$ cat src/rtl/pipe_ctl_pkg.sv
// ---------------------------------------------------------------------------
// pipe_ctl_pkg
// Shared definitions for the mips789 pipeline sequencer. pc_gen decodes the
// same PC_* select codes, so any change here must be mirrored there.
//   PC_IGN : normal sequential fetch
//   PC_KEP : hold the current PC
//   PC_IRQ : jump to the interrupt vector
//   PC_RST : force the reset vector (PC 0)
// State encodings of the pipe_ctl sequencer are also defined here.
// Optional build macro used by the users of this package: PIPE_PERF_CNT_EN.
// ---------------------------------------------------------------------------
`timescale 1ns/1ps
package pipe_ctl_pkg;

    localparam logic [3:0] PC_IGN = 4'd1;
    localparam logic [3:0] PC_KEP = 4'd2;
    localparam logic [3:0] PC_IRQ = 4'd4;
    localparam logic [3:0] PC_RST = 4'd8;

    typedef enum logic [2:0] {
        S_RST       = 3'd0,
        S_RUN       = 3'd1,
        S_STALL     = 3'd2,
        S_IRQ_JMP   = 3'd3,
        S_IRQ_FLUSH = 3'd4
    } state_e;

    // A cycle-stretching request from either multi-cycle source.
    function automatic logic is_busy(input logic mem_wait, input logic muldiv_busy);
        return mem_wait | muldiv_busy;
    endfunction

endpackage

$ cat src/rtl/pipe_ctl_if.sv
// ---------------------------------------------------------------------------
// pipe_ctl_if
// Bundle between the pipeline sequencer and the rest of the core.
//   Requests into the sequencer : irq_req, irq_en, ret_i, muldiv_busy,
//                                 mem_wait, load_use
//   Controls out of the sequencer: pc_prectl[3:0], pause, rd_clk_cls, flush,
//                                 zz_spc_we, irq_ack, in_isr
//   stall_cnt[31:0] exists only when PIPE_PERF_CNT_EN is defined.
// Modports:
//   master : the core side (decoder, memories, mul/div, interrupt source)
//   slave  : pipe_ctl itself
// ---------------------------------------------------------------------------
`timescale 1ns/1ps
interface pipe_ctl_if;

    logic       irq_req;
    logic       irq_en;
    logic       ret_i;
    logic       muldiv_busy;
    logic       mem_wait;
    logic       load_use;
    logic [3:0] pc_prectl;
    logic       pause;
    logic       rd_clk_cls;
    logic       flush;
    logic       zz_spc_we;
    logic       irq_ack;
    logic       in_isr;
`ifdef PIPE_PERF_CNT_EN
    logic [31:0] stall_cnt;
`endif

    modport master (
`ifdef PIPE_PERF_CNT_EN
        input  stall_cnt,
`endif
        output irq_req, irq_en, ret_i, muldiv_busy, mem_wait, load_use,
        input  pc_prectl, pause, rd_clk_cls, flush, zz_spc_we, irq_ack, in_isr
    );

    modport slave (
`ifdef PIPE_PERF_CNT_EN
        output stall_cnt,
`endif
        input  irq_req, irq_en, ret_i, muldiv_busy, mem_wait, load_use,
        output pc_prectl, pause, rd_clk_cls, flush, zz_spc_we, irq_ack, in_isr
    );

endinterface

$ cat src/rtl/pipe_ctl_cnt.sv
// ---------------------------------------------------------------------------
// pipe_cnt
// Loadable down-counter with enable and zero flag. Used by pipe_ctl for both
// the reset hold-off and the post-interrupt flush length. It saturates at 0.
// Ports:
//   clk        : clock, rising edge
//   rst        : asynchronous active-low reset, loads RST_VAL
//   i_load     : load i_load_val (wins over i_en)
//   i_load_val : value to load
//   i_en       : count down by one when non-zero
//   o_zero     : counter is zero
// ---------------------------------------------------------------------------
`timescale 1ns/1ps
module pipe_cnt #(
    parameter int             W       = 3,
    parameter logic [W-1:0]   RST_VAL = {W{1'b0}}
) (
    input  logic         clk,
    input  logic         rst,
    input  logic         i_load,
    input  logic [W-1:0] i_load_val,
    input  logic         i_en,
    output logic         o_zero
);

    logic [W-1:0] r_cnt;

    // Counter register: async reset to RST_VAL, load has priority over count.
    always_ff @(posedge clk or negedge rst) begin
        if (!rst) begin
            r_cnt <= RST_VAL;
        end else if (i_load) begin
            r_cnt <= i_load_val;
        end else if (i_en && (r_cnt != {W{1'b0}})) begin
            r_cnt <= r_cnt - {{(W-1){1'b0}}, 1'b1};
        end else begin
            r_cnt <= r_cnt;
        end
    end

    assign o_zero = (r_cnt == {W{1'b0}});

endmodule

$ cat src/rtl/pipe_ctl.sv
// ---------------------------------------------------------------------------
// pipe_ctl
// Central pipeline sequencer of the mips789 core: reset hold-off, multi-cycle
// stalls, load-use bubbles and interrupt entry/return.
// Ports:
//   clk : core clock, rising edge
//   rst : asynchronous active-low reset
//   bus : pipe_ctl_if.slave (requests in, pc_prectl/pause/rd_clk_cls/flush/
//         zz_spc_we/irq_ack/in_isr out)
// Parameters:
//   RST_CYC   : cycles PC_RST is held after rst deasserts (>=1)
//   FLUSH_CYC : flush cycles after the IRQ vector jump (>=1)
//   CNT_W     : counter width, must hold max(RST_CYC, FLUSH_CYC)
// Build option: PIPE_PERF_CNT_EN adds bus.stall_cnt, a wrapping 32-bit count
// of paused or load-use bubble cycles outside reset.
// Outputs are decoded from the registered state; in S_RUN and S_IRQ_FLUSH the
// decode also looks at the current requests so a stall or bubble takes effect
// in the very cycle it is raised.
// ---------------------------------------------------------------------------
`timescale 1ns/1ps
module pipe_ctl
    import pipe_ctl_pkg::*;
#(
    parameter int RST_CYC   = 4,
    parameter int FLUSH_CYC = 2,
    parameter int CNT_W     = 3
) (
    input  logic        clk,
    input  logic        rst,
    pipe_ctl_if.slave   bus
);

    localparam logic [CNT_W-1:0] RST_LD   = CNT_W'(RST_CYC - 1);
    localparam logic [CNT_W-1:0] FLUSH_LD = CNT_W'(FLUSH_CYC - 1);

    state_e     r_state;
    logic       r_in_isr;

    logic       w_busy;
    logic       w_irq_take;
    logic       w_cnt_zero;
    logic       w_cnt_load;
    logic       w_cnt_en;
    logic [3:0] w_pc_prectl;
    logic       w_pause;
    logic       w_rd_clk_cls;
    logic       w_flush;
    logic       w_zz_spc_we;
    logic       w_irq_ack;

    assign w_busy     = is_busy(bus.mem_wait, bus.muldiv_busy);
    // in_isr masks nesting; ERET clears it at the edge, so an irq raised with
    // ERET is only seen as takeable one cycle later.
    assign w_irq_take = bus.irq_req & bus.irq_en & ~r_in_isr;

    // The flush count freezes while memory is not ready.
    assign w_cnt_load = (r_state == S_IRQ_JMP);
    assign w_cnt_en   = (r_state == S_RST) |
                        ((r_state == S_IRQ_FLUSH) & ~bus.mem_wait);

    pipe_cnt #(
        .W       (CNT_W),
        .RST_VAL (RST_LD)
    ) u_cnt (
        .clk        (clk),
        .rst        (rst),
        .i_load     (w_cnt_load),
        .i_load_val (FLUSH_LD),
        .i_en       (w_cnt_en),
        .o_zero     (w_cnt_zero)
    );

    // Sequencer state and interrupt-active flag.
    always_ff @(posedge clk or negedge rst) begin
        if (!rst) begin
            r_state  <= S_RST;
            r_in_isr <= 1'b0;
        end else begin
            case (r_state)
                S_RST: begin
                    if (w_cnt_zero) begin
                        r_state <= S_RUN;
                    end else begin
                        r_state <= S_RST;
                    end
                end
                S_RUN: begin
                    if (w_busy) begin
                        r_state <= S_STALL;
                    end else if (w_irq_take) begin
                        r_state <= S_IRQ_JMP;
                    end else begin
                        r_state <= S_RUN;
                    end
                    if (bus.ret_i) begin
                        r_in_isr <= 1'b0;
                    end else begin
                        r_in_isr <= r_in_isr;
                    end
                end
                S_STALL: begin
                    if (w_busy) begin
                        r_state <= S_STALL;
                    end else begin
                        r_state <= S_RUN;
                    end
                end
                S_IRQ_JMP: begin
                    r_state  <= S_IRQ_FLUSH;
                    r_in_isr <= 1'b1;
                end
                S_IRQ_FLUSH: begin
                    if (w_cnt_zero && !bus.mem_wait) begin
                        r_state <= S_RUN;
                    end else begin
                        r_state <= S_IRQ_FLUSH;
                    end
                end
                default: begin
                    r_state  <= S_RST;
                    r_in_isr <= 1'b0;
                end
            endcase
        end
    end

    // Control decode from the registered state (plus same-cycle requests).
    always_comb begin
        w_pc_prectl  = PC_IGN;
        w_pause      = 1'b0;
        w_rd_clk_cls = 1'b0;
        w_flush      = 1'b0;
        w_zz_spc_we  = 1'b0;
        w_irq_ack    = 1'b0;
        case (r_state)
            S_RST: begin
                w_pc_prectl = PC_RST;
                w_pause     = 1'b1;
                w_flush     = 1'b1;
            end
            S_RUN: begin
                if (w_busy) begin
                    w_pc_prectl = PC_KEP;
                    w_pause     = 1'b1;
                end else if (w_irq_take) begin
                    w_pc_prectl = PC_IGN;
                end else if (bus.load_use) begin
                    // one-cycle bubble: hold PC and read address, kill ID->EX
                    w_pc_prectl  = PC_KEP;
                    w_rd_clk_cls = 1'b1;
                    w_flush      = 1'b1;
                end else begin
                    w_pc_prectl = PC_IGN;
                end
            end
            S_STALL: begin
                w_pc_prectl = PC_KEP;
                w_pause     = 1'b1;
            end
            S_IRQ_JMP: begin
                w_pc_prectl = PC_IRQ;
                w_zz_spc_we = 1'b1;
                w_irq_ack   = 1'b1;
                w_flush     = 1'b1;
            end
            S_IRQ_FLUSH: begin
                w_pc_prectl = PC_IGN;
                w_flush     = 1'b1;
                if (bus.mem_wait) begin
                    w_pause = 1'b1;
                end else begin
                    w_pause = 1'b0;
                end
            end
            default: begin
                w_pc_prectl = PC_RST;
                w_pause     = 1'b1;
                w_flush     = 1'b1;
            end
        endcase
    end

    assign bus.pc_prectl  = w_pc_prectl;
    assign bus.pause      = w_pause;
    assign bus.rd_clk_cls = w_rd_clk_cls;
    assign bus.flush      = w_flush;
    assign bus.zz_spc_we  = w_zz_spc_we;
    assign bus.irq_ack    = w_irq_ack;
    assign bus.in_isr     = r_in_isr;

`ifdef PIPE_PERF_CNT_EN
    logic [31:0] r_stall_cnt;

    // Lost-cycle counter; wraps naturally at 2^32.
    always_ff @(posedge clk or negedge rst) begin
        if (!rst) begin
            r_stall_cnt <= 32'd0;
        end else if ((r_state != S_RST) && (w_pause || w_rd_clk_cls)) begin
            r_stall_cnt <= r_stall_cnt + 32'd1;
        end else begin
            r_stall_cnt <= r_stall_cnt;
        end
    end

    assign bus.stall_cnt = r_stall_cnt;
`endif

endmodule
$ cat src/flat_wrapper.sv
// flat-port wrapper written by rule: the top's interface ports become plain ports
module pipe_ctl_flat import pipe_ctl_pkg::*;
#(
    parameter int RST_CYC   = 4,
    parameter int FLUSH_CYC = 2,
    parameter int CNT_W     = 3
)
  (clk, rst, bus_irq_req, bus_irq_en, bus_ret_i, bus_muldiv_busy, bus_mem_wait, bus_load_use, bus_pc_prectl, bus_pause, bus_rd_clk_cls, bus_flush, bus_zz_spc_we, bus_irq_ack, bus_in_isr);
  pipe_ctl_if bus_i ();
  input  logic clk;
  input  logic rst;
  input wire logic [$bits(bus_i.irq_req)-1:0] bus_irq_req;
  input wire logic [$bits(bus_i.irq_en)-1:0] bus_irq_en;
  input wire logic [$bits(bus_i.ret_i)-1:0] bus_ret_i;
  input wire logic [$bits(bus_i.muldiv_busy)-1:0] bus_muldiv_busy;
  input wire logic [$bits(bus_i.mem_wait)-1:0] bus_mem_wait;
  input wire logic [$bits(bus_i.load_use)-1:0] bus_load_use;
  output wire logic [$bits(bus_i.pc_prectl)-1:0] bus_pc_prectl;
  output wire logic [$bits(bus_i.pause)-1:0] bus_pause;
  output wire logic [$bits(bus_i.rd_clk_cls)-1:0] bus_rd_clk_cls;
  output wire logic [$bits(bus_i.flush)-1:0] bus_flush;
  output wire logic [$bits(bus_i.zz_spc_we)-1:0] bus_zz_spc_we;
  output wire logic [$bits(bus_i.irq_ack)-1:0] bus_irq_ack;
  output wire logic [$bits(bus_i.in_isr)-1:0] bus_in_isr;
  assign bus_i.irq_req = bus_irq_req;
  assign bus_i.irq_en = bus_irq_en;
  assign bus_i.ret_i = bus_ret_i;
  assign bus_i.muldiv_busy = bus_muldiv_busy;
  assign bus_i.mem_wait = bus_mem_wait;
  assign bus_i.load_use = bus_load_use;
  assign bus_pc_prectl = bus_i.pc_prectl;
  assign bus_pause = bus_i.pause;
  assign bus_rd_clk_cls = bus_i.rd_clk_cls;
  assign bus_flush = bus_i.flush;
  assign bus_zz_spc_we = bus_i.zz_spc_we;
  assign bus_irq_ack = bus_i.irq_ack;
  assign bus_in_isr = bus_i.in_isr;
  pipe_ctl #(.RST_CYC(RST_CYC), .FLUSH_CYC(FLUSH_CYC), .CNT_W(CNT_W)) u_core (.clk(clk), .rst(rst), .bus(bus_i));
endmodule
$ cat config.mk
export PLATFORM = sky130hd
export DESIGN_NAME = pipe_ctl_flat
export DESIGN_NICKNAME = d
export VERILOG_FILES = /design/src/rtl/pipe_ctl_pkg.sv /design/src/rtl/pipe_ctl_if.sv /design/src/rtl/pipe_ctl_cnt.sv /design/src/rtl/pipe_ctl.sv /design/src/flat_wrapper.sv
export SDC_FILE = /design/constraint.sdc
export NUM_CORES = 1
export LEC_CHECK = 0
export CORE_MARGIN = 4
export CORE_UTILIZATION = 35
export CTS_BUF_LIST = sky130_fd_sc_hd__clkbuf_16
export DETAILED_ROUTE_END_ITERATION = 10
export PLACE_DENSITY = 0.68
export SLEW_MARGIN = 30
export SYNTH_ARGS = -nofsm -noshare
export SYNTH_HDL_FRONTEND = slang
export SYNTH_SLANG_ARGS = --single-unit
$ cat constraint.sdc
create_clock -name clk -period 1.5 [get_ports clk]
set_input_delay 0.3 -clock clk [delete_from_list [all_inputs] [get_ports clk]]
set_output_delay 0.3 -clock clk [all_outputs]
set_load 0.005 [all_outputs]
# After elaboration in Yosys (flattened, before gate mapping)
# Index checks and enable logic that the tools add are counted.
op_classes:
  add_sub_neg: 1
  eq_ne: 5
  muxes: 23
  bitwise: 8
  n_reduce_logical: 9
op_table:
  columns: ["operator", "count"]
  rows:
  - ["4-bit case mux with 4 select lines", 1]
  - ["3-bit case mux with 5 select lines", 1]
  - ["3-bit 2-to-1 mux", 4]
  - ["1-bit 2-to-1 mux", 9]
  - ["4-bit 2-to-1 mux", 2]
  - ["3-bit by 2-bit equality test with 1-bit output (second input constant)", 2]
  - ["3-bit logical NOT", 2]
  - ["2-bit 2-to-1 mux", 3]
  - ["1-bit case mux with 3 select lines", 2]
  - ["1-bit AND", 3]
  - ["3-bit by 1-bit equality test with 1-bit output (second input constant)", 1]
  - ["3-bit equality test (second input constant)", 1]
  - ["1-bit NOT", 3]
  - ["3-bit nonzero test", 1]
  - ["3-bit OR reduction", 1]
  - ["3-bit by 1-bit subtractor with 3-bit output (second input constant)", 1]
  - ["1-bit logical AND", 2]
  - ["2-bit != test (second input constant)", 1]
  - ["1-bit OR", 2]
  - ["1-bit case mux with 2 select lines", 1]
  - ["2-bit AND reduction", 1]
  - ["2-bit nonzero test", 1]
  - ["1-bit logical NOT", 1]
totals:
  regBits: 7
  in_bits: 8
  output_inout_bits: 10
  elab_cells: 49

# Logic depth before layout (Yosys ltp)
depth:
  ltp_word: 6
  ltp_mapped: 6
  depth_no_buf: 6

# Hierarchy
# A second synthesis with hierarchy kept.
unflattened:
  hier_cells: 65
  area_unflattened_um2: 563.0
modules_own_cells:
  columns: ["module", "n_inst", "cells_per_inst", "area_per_inst_um2", "seq_area_each_um2"]
  rows:
  - ["pipe_ctl", 1, 46, 370.4, 100.1]
  - ["pipe_cnt", 1, 19, 192.7, 77.6]

# Worst setup path after synthesis
# Ideal clock, no wire load.
synth_timing:
  path_type: "reg-to-reg"
  startpoint: "register u_core.u_cnt.r_cnt[0]"
  endpoint: "register u_core.u_cnt.r_cnt[2]"
  setup_time_ns: 0.121
  t_arrival_ns: 1.518
  t_required_ns: 1.379
  path_slack_ns: -0.139
  stages_incl_launch_ff: 7
  n_path_buf: 0
  period_less_slack_ns: 1.639
  cell_sequence: "dfstp_2 > inv_1 > ha_1 > ha_1 > a2111o_1 > nand3_1 > o21ai_1"
synth_via:
  elab_chain_len: 3
  word_cells_on_any_way: 6
  cone_classes: "add/sub: 1; mux: 2; reduce/logical: 3"
synth_rtl:
  columns: ["item", "line", "text"]
  rows:
  - ["start: declaration", "pipe_ctl_cnt.sv:26", "logic [W-1:0] r_cnt;"]
  - ["start signal: assignment", "pipe_ctl_cnt.sv:33", "r_cnt <= i_load_val;"]
  - ["start signal: assignment", "pipe_ctl_cnt.sv:35", "r_cnt <= r_cnt - {{(W-1){1'b0}}, 1'b1};"]
  - ["start signal: assignment", "pipe_ctl_cnt.sv:37", "r_cnt <= r_cnt;"]
  - ["3-bit by 1-bit subtractor with 3-bit output / 3-bit nonzero test (equally long branches)", "pipe_ctl_cnt.sv:35, pipe_ctl_cnt.sv:34", null]
  - ["3-bit 2-to-1 mux / 1-bit logical AND (equally long branches)", "pipe_ctl_cnt.sv:34", "end else if (i_en && (r_cnt != {W{1'b0}})) begin"]
  - ["3-bit 2-to-1 mux / 2-bit nonzero test (equally long branches)", null, null]
# Parallel ways exist; a longest one is shown, timed or not. The select of a mux whose other input is x is not followed.
# A chain may end at the register's enable or synchronous reset.

# Worst setup path after layout
layout_timing:
  startpoint: "register u_core.r_state[0]"
  endpoint: "output bus_flush"
layout_via:
  elab_chain_len: 2
  word_cells_on_any_way: 3
  cone_classes: "eq/ne: 2; mux: 1"
layout_rtl:
  columns: ["item", "line", "text"]
  rows:
  - ["start: declaration", "pipe_ctl.sv:36", "state_e r_state;"]
  - ["start signal: assignment", "pipe_ctl.sv:76", "r_state <= S_RST;"]
  - ["start signal: assignment", "pipe_ctl.sv:82", "r_state <= S_RUN;"]
  - ["start signal: assignment", "pipe_ctl.sv:84", "r_state <= S_RST;"]
  - ["3-bit by 2-bit equality test with 1-bit output / 3-bit by 1-bit equality test with 1-bit output (equally long branches)", "pipe_ctl.sv:135", "case (r_state)"]
  - ["1-bit case mux with 2 select lines (*)", "pipe_ctl.sv:135", null]
  - ["end: declaration", "flat_wrapper.sv:21", "output wire logic [$bits(bus_i.flush)-1:0] bus_flush;"]
# Mark *: on every way between the ends. The rest lies on a longest branch, timed or not.

==> metrics.yaml <==
cells_and_area:
  fillers: 79
  layout.cells.non_filler: 121
  fin_area_mm2: 0.00112
  fin_util: 0.848
  area_delta_synth_final_pct: 124
  nets: 117
  multiInputGateArea_um2: 423
  num_antenna_cells: 0
  seq_area_um2: 180
  drive_above_1_share: 0.670
clocking:
  cts_root_buf: "clkbuf_16"
  hold_buffers: 0
  numCtsBuffers: 3
  cts_max_level: 1
  cts.path.max_buffers: 2
  clk_latency_ns: 0.23
  cts.sinks: 7
  cts_tree: "done"
  path_clk_slew_ns: 0.04
floorplan:
  initial_core_util: 0.379
  ios: 18
  dieArea_mm2: 0.00209
  num_rows: 13
  die_h_um: 45.8
  die_x_um: 45.8
  core_area_mm2: 0.00132
setup_path:
  crit_start: "u_core.r_state[0]"
  required_ns: 1.20
  rrSetupSlack_ns: -0.07
  ff2ff_path_depth: 6
  crit_arrival_ns: 1.38
  cp-start-kind: "flip-flop"
  worstSetupPathType: "flip-flop to primary output"
  max_stage_delay_ns: 0.46
  critical_path.endpoint_type: "primary output"
  cp_max_fo: 4
  r2r_end: "u_core.u_cnt.r_cnt[2]"
  crit_end: "bus_flush"
  crit_slowest_cell: "dfrtp_2"
  crit_chain: "buf_6 > buf_4 > nand2b_4 > a31oi_2 > o21ai_1 > buf_2"
  r2r_start: "u_core.u_cnt.r_cnt[0]"
power:
  leakage_nw: 0.545
  p_total_mw: 2.33
  ir_worst_vdd_mv: 1.85
  p_per_area_mw_per_mm2: 2090
grt:
  grt_max_degree: 8
  grt_pass1_vias: 701
  antenna_found_initial: 0
  grt_use_total: 0.217
  grt_pass1_wl_mm: 3.14
  gr-total-overflow: 0
synth:
  syn_nets: 69
  synth.avg_cell_area_um2: 8.46
  synth-edff-count: 0
  synthArstFlopShare: 1.00
  yosysWarningCount: 0
  ys_types: 30
  yosys.area.top_type: "dfrtp_1"
  yosysMostFrequentCell: "inv_1"
  synth.yosys.seq_area_share: 0.356
  ys_seq_elements: 7
  yosys_most_used_dff: "dfrtp_1"
  synthCells: 59
  synth.area.top_cells: "dfrtp_1 (25%), dfstp_2 (11%), inv_1 (5.3%)"
  synth_top_area_share: 0.251
  synth_common_cells: "inv_1 (7), dfrtp_1 (5), o21ai_0 (5)"
  syn-cell-area_um2: 499
route:
  drc: 0
  viasPerCell: 5.49
  wl_mm: 2.10
  drtIter0Drc: 11
  drtPass1Iterations: 4
  vias: 664
  antenna_left: 0
  wl_per_cell_um: 17.3
timing:
  post-route-period-util: 1.12
  worst_slew_pin_slew_ns: 0.323
  fin_crit_ns: 1.68
  slew_headroom: 0.784
  holdWs_ns: 0.334
  fin_ws_ns: -0.176
  setup_viol: 11
  max_freq_mhz: 597
  rsz0062_at_grt: "yes"
  fin_worst_skew_ns: 0.00296
  slew_viol_final: 0
  finalHoldViolCount: 0
hold_path:
  hold_path.class: "primary input to async pin"
outcome:
  status: "complete, but fails checks"
  violations: "setup timing"
placed_design:
  routabilityCongestion: 0.763
  io_buffers: 17
  dpl-instance-area_um2: 790
  hpwlAfterDp_mm: 1.06
  placedCellCount: 104
flow_run:
  maxCapViolations: 0
[worst min path at each step]
stage / cells after the start / endpoint / slack (ns) / start
2_1_floorplan: 0 / u_core.bus.in_isr / 0.004 / rst
3_3_place_gp: 2 / u_core.u_cnt.r_cnt[1] / 0.47 / u_core.u_cnt.r_cnt[1]
3_5_place_dp: 2 / u_core.u_cnt.r_cnt[1] / 0.48 / u_core.u_cnt.r_cnt[1]
4_1_cts: 1 / u_core.bus.in_isr / 0.34 / rst
5_1_grt: 1 / u_core.u_cnt.r_cnt[2] / 0.36 / rst
6_report: 1 / u_core.bus.in_isr / 0.33 / rst
[critical path: cells and delay by family (launching register included)]
kind | cells | cell delay [ns]
buffers and inverters | 3 | 0.40
flip-flops | 1 | 0.46
AO/OA/AOI/OAI | 2 | 0.24
AND/OR/NAND/NOR | 1 | 0.06
[kinds of logic after synthesis]
| kind of cell | after synthesis | share of synthesized area |
|---|---|---|
| flops | 7 | 0.356 |
| buf+inv | 10 | 0.100 |
| mux | 1 | 0.0201 |
| fa+ha+maj | 2 | 0.0501 |
| xor+xnor | 1 | 0.0175 |
| compound gates | 18 | 0.238 |
| simple gates | 20 | 0.218 |
[cells in the final DEF (no fill, tap or decap), drive strengths merged, types with 2 or more instances in the layout]
master         instances
buf                   37
inv                    8
o21ai                  7
nor2                   5
dfrtp                  5
dlygate4sd2            4
clkbuf                 4
nor2b                  3
clkdlybuf4s50          3
nand2                  3
a21oi                  3
nand3                  3
nand3b                 2
ha                     2
dfstp                  2
[power by group]
group	leakage [nW]	total (mW)	internal, mW	switching (mW)
clock	0.0423	0.444	0.346	0.0978
combinational	0.421	1.48	0.825	0.655
sequential	0.0815	0.407	0.307	0.101
[flip-flops by register name, indices dropped and copies added, names as in the netlist]
| signal | cells |
|---|---|
| u_core.r_state | 3 |
| u_core.u_cnt.r_cnt | 3 |
| u_core.bus.in_isr | 1 |
[stage by stage]
stage / setup slack, ns / setup TNS [ns]
CTS: -0.215 / -0.793
floorplan: -0.0407 / -0.0664
finish: -0.176 / -0.806
global route: -0.234 / -1.32
global placement: -0.678 / -4.24
detailed placement: -0.817 / -4.51
[layout make-up]
| type | count | area share |
|---|---|---|
| multi-input cells | 42 | 0.379 |
| repair buffers | 46 | 0.349 |
| flip-flops and latches | 7 | 0.161 |
| clock buffers | 3 | 0.0672 |
| inverters | 7 | 0.0235 |
| well taps | 15 | 0.0168 |
| clock inverters | 1 | 0.00336 |
[layer usage]
layer / global-route usage / vias to the layer above / part of all wire
met2: 0.365 / 28 / 0.53
met1: 0.232 / 323 / 0.36
met5: 0 / - / 0
met3: 0.0870 / 10 / 0.064
li1: - / 303 / -
met4: 0.108 / 0 / 0.041
[repair_timing]
item                                    4_1_cts  5_1_grt
pin swaps                                    16        7
endpoints found under the setup margin       13       13
setup buffers                                15        3
resized for setup                            70       19
Power figures use the tool's default switching activity.
